===== src/rtl/param_stack.sv =====
// Parametrised LIFO stack with registered TOS/NOS, occupancy, status and sticky error flags.
// Optional top-two exchange is enabled by defining STACK_SWAP_EN.
module param_stack #(
    parameter int unsigned WIDTH = 8,
    parameter int unsigned DEPTH = 16
) (
    input  logic                         clk,
    input  logic                         rst,
    input  logic                         push,
    input  logic                         pop,
    input  logic                         swap,
    input  logic                         clr_err,
    input  logic [WIDTH-1:0]             din,
    output logic [WIDTH-1:0]             tos,
    output logic [WIDTH-1:0]             nos,
    output logic [$clog2(DEPTH+1)-1:0]   count,
    output logic                         empty,
    output logic                         full,
    output logic                         overflow,
    output logic                         underflow
);

    localparam int unsigned CW = $clog2(DEPTH + 1);
    localparam int unsigned AW = $clog2(DEPTH);

`ifdef STACK_SWAP_EN
    localparam bit SWAP_EN = 1'b1;
`else
    localparam bit SWAP_EN = 1'b0;
`endif

    logic [WIDTH-1:0] mem_q [DEPTH];
    logic [WIDTH-1:0] mem_d [DEPTH];
    logic [CW-1:0]    count_q, count_d;
    logic [WIDTH-1:0] tos_q, tos_d;
    logic [WIDTH-1:0] nos_q, nos_d;
    logic             empty_q, empty_d;
    logic             full_q, full_d;
    logic             overflow_q, overflow_d;
    logic             underflow_q, underflow_d;

    logic             has_one;
    logic             has_two;
    logic             is_full;
    logic             ovf_set;
    logic             unf_set;
    logic [WIDTH-1:0] tmp;

    // Decode the request, update storage/occupancy, then derive the registered views from the new state.
    always_comb begin
        mem_d   = mem_q;
        count_d = count_q;
        ovf_set = 1'b0;
        unf_set = 1'b0;
        tmp     = '0;
        tos_d   = '0;
        nos_d   = '0;
        has_one = (count_q != '0);
        has_two = (count_q >= CW'(2));
        is_full = (count_q == CW'(DEPTH));

        if (push && pop) begin
            if (has_one) begin
                mem_d[AW'(count_q - CW'(1))] = din;
            end else begin
                mem_d[AW'(0)] = din;
                count_d       = CW'(1);
            end
        end else if (push) begin
            if (is_full) begin
                ovf_set = 1'b1;
            end else begin
                mem_d[AW'(count_q)] = din;
                count_d             = count_q + CW'(1);
            end
        end else if (pop) begin
            if (has_one) begin
                count_d = count_q - CW'(1);
            end else begin
                unf_set = 1'b1;
            end
        end else if (SWAP_EN && swap) begin
            if (has_two) begin
                tmp                          = mem_q[AW'(count_q - CW'(1))];
                mem_d[AW'(count_q - CW'(1))] = mem_q[AW'(count_q - CW'(2))];
                mem_d[AW'(count_q - CW'(2))] = tmp;
            end else begin
                unf_set = 1'b1;
            end
        end

        if (count_d != '0) begin
            tos_d = mem_d[AW'(count_d - CW'(1))];
        end
        if (count_d >= CW'(2)) begin
            nos_d = mem_d[AW'(count_d - CW'(2))];
        end
        empty_d     = (count_d == '0);
        full_d      = (count_d == CW'(DEPTH));
        // A new error in the same cycle as a clear leaves the flag set.
        overflow_d  = (overflow_q  & ~clr_err) | ovf_set;
        underflow_d = (underflow_q & ~clr_err) | unf_set;
    end

    always_ff @(posedge clk or posedge rst) begin
        if (rst) begin
            count_q     <= '0;
            tos_q       <= '0;
            nos_q       <= '0;
            empty_q     <= 1'b1;
            full_q      <= 1'b0;
            overflow_q  <= 1'b0;
            underflow_q <= 1'b0;
        end else begin
            count_q     <= count_d;
            tos_q       <= tos_d;
            nos_q       <= nos_d;
            empty_q     <= empty_d;
            full_q      <= full_d;
            overflow_q  <= overflow_d;
            underflow_q <= underflow_d;
        end
    end

    // Storage needs no reset: entries at or above count are never observed.
    always_ff @(posedge clk) begin
        mem_q <= mem_d;
    end

    assign tos       = tos_q;
    assign nos       = nos_q;
    assign count     = count_q;
    assign empty     = empty_q;
    assign full      = full_q;
    assign overflow  = overflow_q;
    assign underflow = underflow_q;

endmodule


===== config.mk =====
export PLATFORM = sky130hd
export DESIGN_NAME = param_stack
export DESIGN_NICKNAME = d
export VERILOG_FILES = /design/src/rtl/param_stack.sv
export SDC_FILE = /design/constraint.sdc
export NUM_CORES = 1
export LEC_CHECK = 0
export ABC_AREA = 1
export CORE_MARGIN = 4
export CORE_UTILIZATION = 25
export DETAILED_ROUTE_END_ITERATION = 10
export PLACE_DENSITY = 0.39
export SLEW_MARGIN = 20
export SYNTH_ARGS = -nofsm -noshare
export SYNTH_HDL_FRONTEND = slang
export SYNTH_SLANG_ARGS = --single-unit

===== constraint.sdc =====
create_clock -name clk -period 10.6 [get_ports clk]
set_input_delay 2.12 -clock clk [delete_from_list [all_inputs] [get_ports clk]]
set_output_delay 2.12 -clock clk [all_outputs]
set_load 0.05 [all_outputs]

# Word-level counts from Yosys, hierarchy flattened

Index checks and enable logic that the tools add are counted.

Equality and inequality tests: 2
Multiplexer cells: 32
Add/subtract/negate cells: 4
Order comparisons: 7
Reductions and logical operators: 6
Bitwise logic cells: 9

Operators by type and width:

| kind                                                       | count |
|---|---|
| two-way mux 128 bit                                        | 3 |
| bitwise mux 128 bit                                        | 2 |
| two-way mux 120 bit                                        | 1 |
| two-way mux 8 bit                                          | 9 |
| binary-select mux 8 bit (select 4 bit)                     | 2 |
| demux 8 bit (select 4 bit)                                 | 2 |
| two-way mux 5 bit                                          | 6 |
| >= comparator 5 bit, second input constant                 | 4 |
| NOT 4 -> 5 bit                                             | 4 |
| equality test 5 bit, second input constant                 | 2 |
| less-than comparator 5 x 1 -> 1 bit, second input constant | 2 |
| nonzero test 5 bit                                         | 2 |
| two-way mux 1 bit                                          | 7 |
| adder 5 x 1 -> 5 bit, second input constant                | 1 |
| >= comparator 5 x 2 -> 1 bit, second input constant        | 1 |
| logical NOT 5 bit                                          | 1 |
| subtractor 5 x 1 -> 5 bit, second input constant           | 1 |
| subtractor 4 x 1 -> 4 bit, second input constant           | 1 |
| subtractor 4 x 2 -> 4 bit, second input constant           | 1 |
| logical AND 1 bit                                          | 3 |
| bitwise AND 1 bit                                          | 2 |
| bitwise OR 1 bit                                           | 2 |
| NOT 1 bit                                                  | 1 |

Bits of input ports: 14
Register bits after elaboration: 153
Logic and storage cells: 83
Output and inout bits: 25

# Depth between registers and ports, before layout

Gate-level depths: netlist of run 1.

Depth in word-level cells: 13
Gate-level depth with buffers: 21
Mapped depth without buffers: 17

# Least setup slack after synthesis of run 1

No wires, ideal clock.

Kind: input-to-reg
Start: input port pop
End: register nos_q[1], in the netlist nos[1]
Buffers on the path: 5
Setup time: 0.117 ns
Stages: 18
Arrival time: 4.264 ns
Slack: 6.219 ns
Required time: 10.483 ns
Cell sequence: buf_2 nand2_2 nand2_1 o21ai_1 nand2_1 a21oi_2 inv_2 buf_6 buf_4 ha_1 clkbuf_1 inv_1 buf_1 nand3_1 nand3_1 nand3_1 nand2_1 nor2_1

Word-level cells in the longest chain between the ends: 9
Elaborated cells on any way between the ends: 12
Classes of those cells: 1 x add/sub; 1 x order compare; 8 x mux; 1 x bitwise; 1 x reduce/logical

Ends and longest elaborated chain:

| item                                                 | RTL line | source |
|---|---|---|
| start: declaration                                   | 10       | `input logic pop,` |
| two-way mux 5 bit                                    | 76       | `end else if (pop) begin` |
| two-way mux 5 bit                                    | 69       | `end else if (push) begin` |
| two-way mux 5 bit                                    | 62       | `if (push && pop) begin` |
| subtractor 4 x 2 -> 4 bit                            | 96       | `nos_d = mem_d[AW'(count_d - CW'(2))];` |
| NOT 4 -> 5 bit (not written as such)                 | 96       |  |
| binary-select mux 8 bit (select 4 bit)               | 96       |  |
| two-way mux 8 bit (not written as such) (2 in a row) | 96       |  |
| two-way mux 8 bit (*)                                | 95       | `if (count_d >= CW'(2)) begin` |
| net nos_d[1]                                         | 36       | `logic [WIDTH-1:0] nos_q, nos_d;` |
| end signal: assignment                               | 117      | `nos_q <= nos_d;` |
| end: declaration                                     | 36       |  |

Mark *: on every way through the listed nets, which the timed path passes. The rest lies on a longest branch. The select of a mux whose other input is x is not followed.

# Worst setup path after layout of run 1

Start: input port push
End: register tos_q[3], in the netlist tos[3]

Word-level cells in the longest chain between the ends: 8
Elaborated cells on any way between the ends: 12
Classes of those cells: 1 x add/sub; 8 x mux; 1 x bitwise; 2 x reduce/logical

Ends and longest elaborated chain:

| item                                                          | RTL line | source |
|---|---|---|
| start: declaration                                            | 9        | `input logic push,` |
| two-way mux 5 bit / logical AND 1 bit (equally long branches) | 69, 62   |  |
| two-way mux 5 bit                                             | 62       |  |
| subtractor 4 x 1 -> 4 bit                                     | 93       | `tos_d = mem_d[AW'(count_d - CW'(1))];` |
| NOT 4 -> 5 bit (not written as such)                          | 93       |  |
| binary-select mux 8 bit (select 4 bit)                        | 93       |  |
| two-way mux 8 bit (not written as such) (2 in a row)          | 93       |  |
| two-way mux 8 bit (*)                                         | 92       | `if (count_d != '0) begin` |
| net tos_d[3]                                                  | 35       | `logic [WIDTH-1:0] tos_q, tos_d;` |
| end signal: assignment                                        | 116      | `tos_q <= tos_d;` |
| end: declaration                                              | 35       |  |

Marked as above.

==> results of run 1 <==
==> path summary, 6_finish.rpt <==
check                                      end
max reg2reg                   tos[3]$_DFF_PP0_
min reg2reg                underflow$_DFF_PP0_
min in group asynchronous     tos[2]$_DFF_PP0_
min                        underflow$_DFF_PP0_
max in group asynchronous      empty$_DFF_PP1_
max                           tos[3]$_DFF_PP0_
==> power by group through the flow <==
stage	registers (W)	logic (W)	clock network, W
floorplan	0.00111	0.00186	0
global placement	0.000999	0.00291	0
detailed placement	0.00100	0.00292	0
CTS	0.000993	0.00293	0.000687
global route	0.00102	0.00324	0.000704
finish	0.000995	0.00295	0.000669
==> layer usage <==
metal  up-vias  wire, um  global-route usage, %
met3        68      3310                   3.23
met1      6216     25000                   30.1
li1       6140         -                      -
met2       521     23600                   33.2
met4         0      1680                   8.48
met5         -         0                      0
==> worst max-delay path: cells and delay by family <==
kind	cells	cell delay (ns)
simple gates	8	1.35
buf+inv	4	2.82
compound gates	1	0.69
==> flip-flops by register name (all words and copies together) (netlist names) <==
register,flops
overflow,1
full,1
count,5
empty,1
mem_q,128
nos,8
underflow,1
tos,8
==> placed cells by master, fill, tap and decap left out, drive strengths merged <==
cell / netlist / layout
nand3: 648 / 648
nand2: 466 / 466
dfxtp: 128 / 128
and2: 112 / 112
o211ai: 106 / 106
nor2: 72 / 72
inv: 56 / 57
clkdlybuf4s50: 0 / 37
o21ai: 28 / 28
dfrtp: 24 / 24
buf: 56 / 22
clkbuf: 69 / 20
ha: 12 / 12
nand4: 9 / 9
a21oi: 8 / 8
clkinvlp: 0 / 6
xor2: 5 / 5
clkinv: 2 / 4
bufinv: 0 / 3
xnor2: 2 / 2
o22ai: 2 / 2
a21boi: 1 / 1
o2bb2ai: 1 / 1
a31o: 1 / 1
o32ai: 1 / 1
dfstp: 1 / 1
==> layout make-up <==
| cell class | instances | area share [%] |
|---|---|---|
| Inverter | 58 | 1.75 |
| Sequential cell | 153 | 25.1 |
| Timing Repair Buffer | 59 | 4.22 |
| Multi-Input combinational cell | 1474 | 58.4 |
| Clock buffer | 20 | 3.52 |
| Tap cell | 592 | 5.83 |
| Clock inverter | 12 | 1.18 |
==> cell families (layout without fill, tap and decap cells) <==
family	after synthesis	after routing	synth area share, %
AND/OR/NAND/NOR	1307	1307	53.4
XOR/XNOR	7	7	0.836
buffers and inverters	183	149	7.10
adder cells (fa/ha/maj)	12	12	1.32
AO/OA/AOI/OAI	148	148	9.30
flip-flops	153	153	28.0
==> through the flow <==
stage | utilization (%) | worst slack (ns) | instances | hold WS, ns | power [W]
2_1_floorplan | - | 6.22 | 1810 | 0.527 | 0.00298
3_3_place_gp | 27.1 | 3.47 | 2336 | 0.517 | 0.00391
3_5_place_dp | 27.1 | 3.50 | 2336 | 0.530 | 0.00392
4_1_cts | 28.5 | 4.04 | 2368 | 0.541 | 0.00461
5_1_grt | 28.5 | 3.72 | 2368 | 0.589 | 0.00496
6_report | 28.5 | 3.91 | 2368 | 0.539 | 0.00462
==> reports/qor.csv, run 1 <==
metric;value;unit
status;complete, no violations;
end_kind;register;
fillers;4959;
htree_levels;4;
final_nets;1789;
max_freq;0.150;GHz
regArea;3190;um^2
synth_edf_count;0;
worst_hold_startpoint;underflow$_DFF_PP0_;
final_area;12700;um^2
post_synth.cell_area_avg;6.29;um^2
internal-power;0.00213;W
ys.flop_type;dfxtp_1;
critPathSlowestCell;buf_4;
r2r-start;count[0]$_DFF_PP0_;
syn_nets;1836;
port_buffers;37;
crit_chain;clkdlybuf4s50_1, nand2_4, buf_4, nor2_1, a21oi_4, buf_4, buf_4, nand3_1, nand3_1, nand3_1, nand3_1, nand2_1, nor2_1;
cts_buffers;17;
cts_resized;0;
ir_drop;0.000140;V
max_cap_viol_count;0;
layout-drive-gt1-share;5.12;%
rows;77;
grt_max_degree;68;
slew_headroom;35.2;%
ys_ff_latch;153;
place_area;12100;um^2
via_count;12945;
fin_skew;0.00911;ns
cts_setup_buffers;0;
required;10.99;ns
tns;0;ns
finalHoldViolations;0;
grt_pass1_vias;11980;
grt.overflow.total;0;
clockRootBuffer;clkbuf_16;
start_util;25.5;%
clock_tree.buffer_depth;2;
seq_area_frac_synth;28.0;%
synth.most_common_cell;nand3_1;
crit_fanout;67;
antenna_cells;0;
gp_congestion;0.856;
grt_use_total;21.5;%
rrSetupSlack;5.01;ns
cts.hold.buffers_added;0;
synth_cell_types;36;
drtIter0Drc;1434;
clk_pin_slew_worst_paths;0.07;ns
synthesis.area;11400;um^2
dieArea;49000;um^2
synth_top_area_cell;nand3_1;
fin_crit_sh;63.1;%
drc;0;
cts.sinks;153;
pwr_density_cell;364;nW/um^2
post_drt_via_cell_ratio;5.47;
pwr-share-comb;64.0;%
ant_nets;0;
setup.worst_path.class;in2reg;
switching_share;53.9;%
power.share.clock;14.5;%
critical-path-max-stage-delay;0.72;ns
routedWlPerCell;22.7;um
die_x;221;um
wl;53700;um
dp_hpwl;33600;um
min_path_cells;2;
hold_path_class;reg2reg;
crit_start;push;
fin_crit;6.69;ns
drv_slew;0;
synth_top_area_share;28.3;%
multi_input_area;7410;um^2
p_leak;5.70;nW
yosys_warnings;0;
synth_area_leaders;nand3_1, dfxtp_1, nand2_1;
coreArea;44600;um^2
syn_to_final_growth;11.6;%
crit_top_cell;nand3_1;
worstMarginPinSlew;0.969;ns
rsz0062_at_grt;false;
top_level_ports;39;
fp.dieH;221;um
async_flop_share;16.3;%
syn-instance-count;1810;
r2r_cells;16;
clk_latency;0.49;ns
switchingPower;0.00249;W
firstDrtPassIters;6;
startpoint_type;input pin;
crit_arrival;7.08;ns
grt_pass1_wl;79500;um
setup_viol;0;
tritoncts;done;
synth.top_cells.by_count;nand3_1, nand2_1, dfxtp_1;
grt_antenna_before_repair;0;
p_seq_share;21.5;%
Power figures use the tool's default switching activity.
==> run 2, diff against run 1 <==
- PLACE_DENSITY: 0.39 -> 0.41
- clock period: 10.6 -> 5.45 ns (I/O delays scaled with it)
==> reports/qor.csv, run 2 (synthesis gave the netlist of run 1 again) <==
metric;value;unit
grt_use_total;20.8;%
postLayoutCoreUtil;28.9;%
pwr_density_cell;702;nW/um^2
routedWlPerCell;21.9;um
grt_pass1_wl;78000;um
critical-path-max-stage-delay;0.55;ns
largest_reg_flops;128;
clock_tree.buffer_depth;2;
gr-usage-met2;32.7;%
required;5.83;ns
hold-path-endpoint;underflow$_DFF_PP0_;
timing.hold.ws;0.531;ns
end_kind;register;
gp_congestion;0.855;
firstDrtPassIters;5;
port_buffers;37;
antenna_cells;0;
max_freq;0.224;GHz
r2r_cells;14;
grt.met1_usage;28.6;%
drc;0;
fp.dieH;221;um
startpoint_type;register;
rows;77;
htree_levels;4;
cts.hold.buffers_added;0;
rsz0062_at_grt;false;
clockRootBuffer;clkbuf_16;
wl;52200;um
r2r_end;tos[1]$_DFF_PP0_;
drv_slew;0;
top_level_ports;39;
syn_to_final_growth;13.1;%
max_cap_viol_count;0;
dieArea;49000;um^2
final_area;12900;um^2
clk_latency;0.49;ns
setup.worst_path.class;reg2reg;
critPathTopFamily;simple AND/OR/NAND/NOR gates;
place_area;12300;um^2
fin_crit_sh;82.1;%
setup_viol;0;
r2r-start;count[0]$_DFF_PP0_;
ir_drop;0.000302;V
tns;0;ns
crit_arrival;4.86;ns
layout_common_cells;nand3_1, nand2_1, dfxtp_1, and2_1, o211ai_1;
cts.sinks;153;
cts_setup_buffers;0;
p_leak;5.81;nW
drtIter0Drc;1102;
cp_num_buf_inv;1;
layout-drive-gt1-share;5.91;%
cts_resized;0;
grt.overflow.total;0;
post_drt_via_cell_ratio;5.43;
slew_headroom;39.9;%
die_x;221;um
start_util;25.5;%
worst_hold_startpoint;underflow$_DFF_PP0_;
worstMarginPinSlew;0.900;ns
ant_nets;0;
coreArea;44600;um^2
fin_crit;4.47;ns
via_count;12949;
cts_buffers;17;
finalHoldViolations;0;
crit_chain;inv_1, ha_1, nand3_2, ha_1, nand2_1, o21ai_0, a21oi_1, a21oi_4, ha_1, xor2_2, nand3_1, nand3_1, nand2_1, nor2_1;
hold_path_class;reg2reg;
status;complete, no violations;
dp_hpwl;33000;um
min_path_cells;2;
fin_skew;0.0102;ns
crit_top_cell;ha_1;
final_nets;1807;
critPathSlowestCell;xor2_2;
grt_use_met3;3.30;%
top_register;mem_q;
grt.busiest_layer;met2;
clk_pin_slew_worst_paths;0.07;ns
crit_fanout;23;
grt_max_degree;131;
rrSetupSlack;0.98;ns
tritoncts;done;
grt_pass1_vias;12229;
layout_commonest_cell;nand3_1;
grt_antenna_before_repair;0;
[run 2: cell count changes in the layout (fill, tap and decap cells not counted)]
cell        previous run  this run
clkbuf_1               2         4
bufinv_16              3         2
inv_6                  0         1
buf_12                 0         6
inv_1                 48        49
clkinvlp_4             6         3
clkinv_4               0         2
inv_2                  7         6
clkbuf_8               1         0
buf_4                 22        34
[run 2: worst min-delay path, cell delays in order, from the launching register on]
cell and delay (ns):
dfrtp_1 0.37, inv_1 0.05, o22ai_1 0.06
[run 2: cell type report]
cell class | count | area [um^2]
Fill cell | 4985 | 31700
Multi-Input combinational cell | 1474 | 7410
Sequential cell | 153 | 3190
Clock inverter | 11 | 124
Clock buffer | 21 | 440
Tap cell | 592 | 741
Inverter | 58 | 223
Timing Repair Buffer | 77 | 746
[run 2: routing by layer]
| layer | share of wire, % | vias up |
|---|---|---|
| met5 | 0 | - |
| met4 | 3.5 | 0 |
| met3 | 5.5 | 88 |
| met2 | 45 | 448 |
| met1 | 46 | 6225 |
| li1 | - | 6188 |
[run 2: through the flow]
step           total power, W  cells  setup slack, ns
6_report              0.00904   2386            0.977
4_1_cts               0.00902   2386             1.00
3_3_place_gp          0.00772   2354            0.930
5_1_grt               0.00971   2386            0.687
2_1_floorplan         0.00579   1810             1.29
3_5_place_dp          0.00774   2354            0.965
[run 2: how the worst max path moves through the flow]
stage                  startpoint               end  cells after the start  slack [ns]
6_report       count[0]$_DFF_PP0_  tos[1]$_DFF_PP0_                     14        0.98
3_3_place_gp                 push  tos[7]$_DFF_PP0_                     13        0.93
4_1_cts        count[0]$_DFF_PP0_  tos[7]$_DFF_PP0_                     14        1.00
2_1_floorplan  count[0]$_DFF_PP0_  tos[4]$_DFF_PP0_                     21        1.29
3_5_place_dp                 push  tos[7]$_DFF_PP0_                     13        0.96
5_1_grt        count[0]$_DFF_PP0_  tos[6]$_DFF_PP0_                     16        0.69
[run 2: power by group]
group / internal, W / switching (W) / leakage, nW
Sequential: 0.00167 / 0.000266 / 1.37
Combinational: 0.00187 / 0.00399 / 4.17
Clock: 0.000672 / 0.000559 / 0.267
Total: 0.00422 / 0.00482 / 5.81
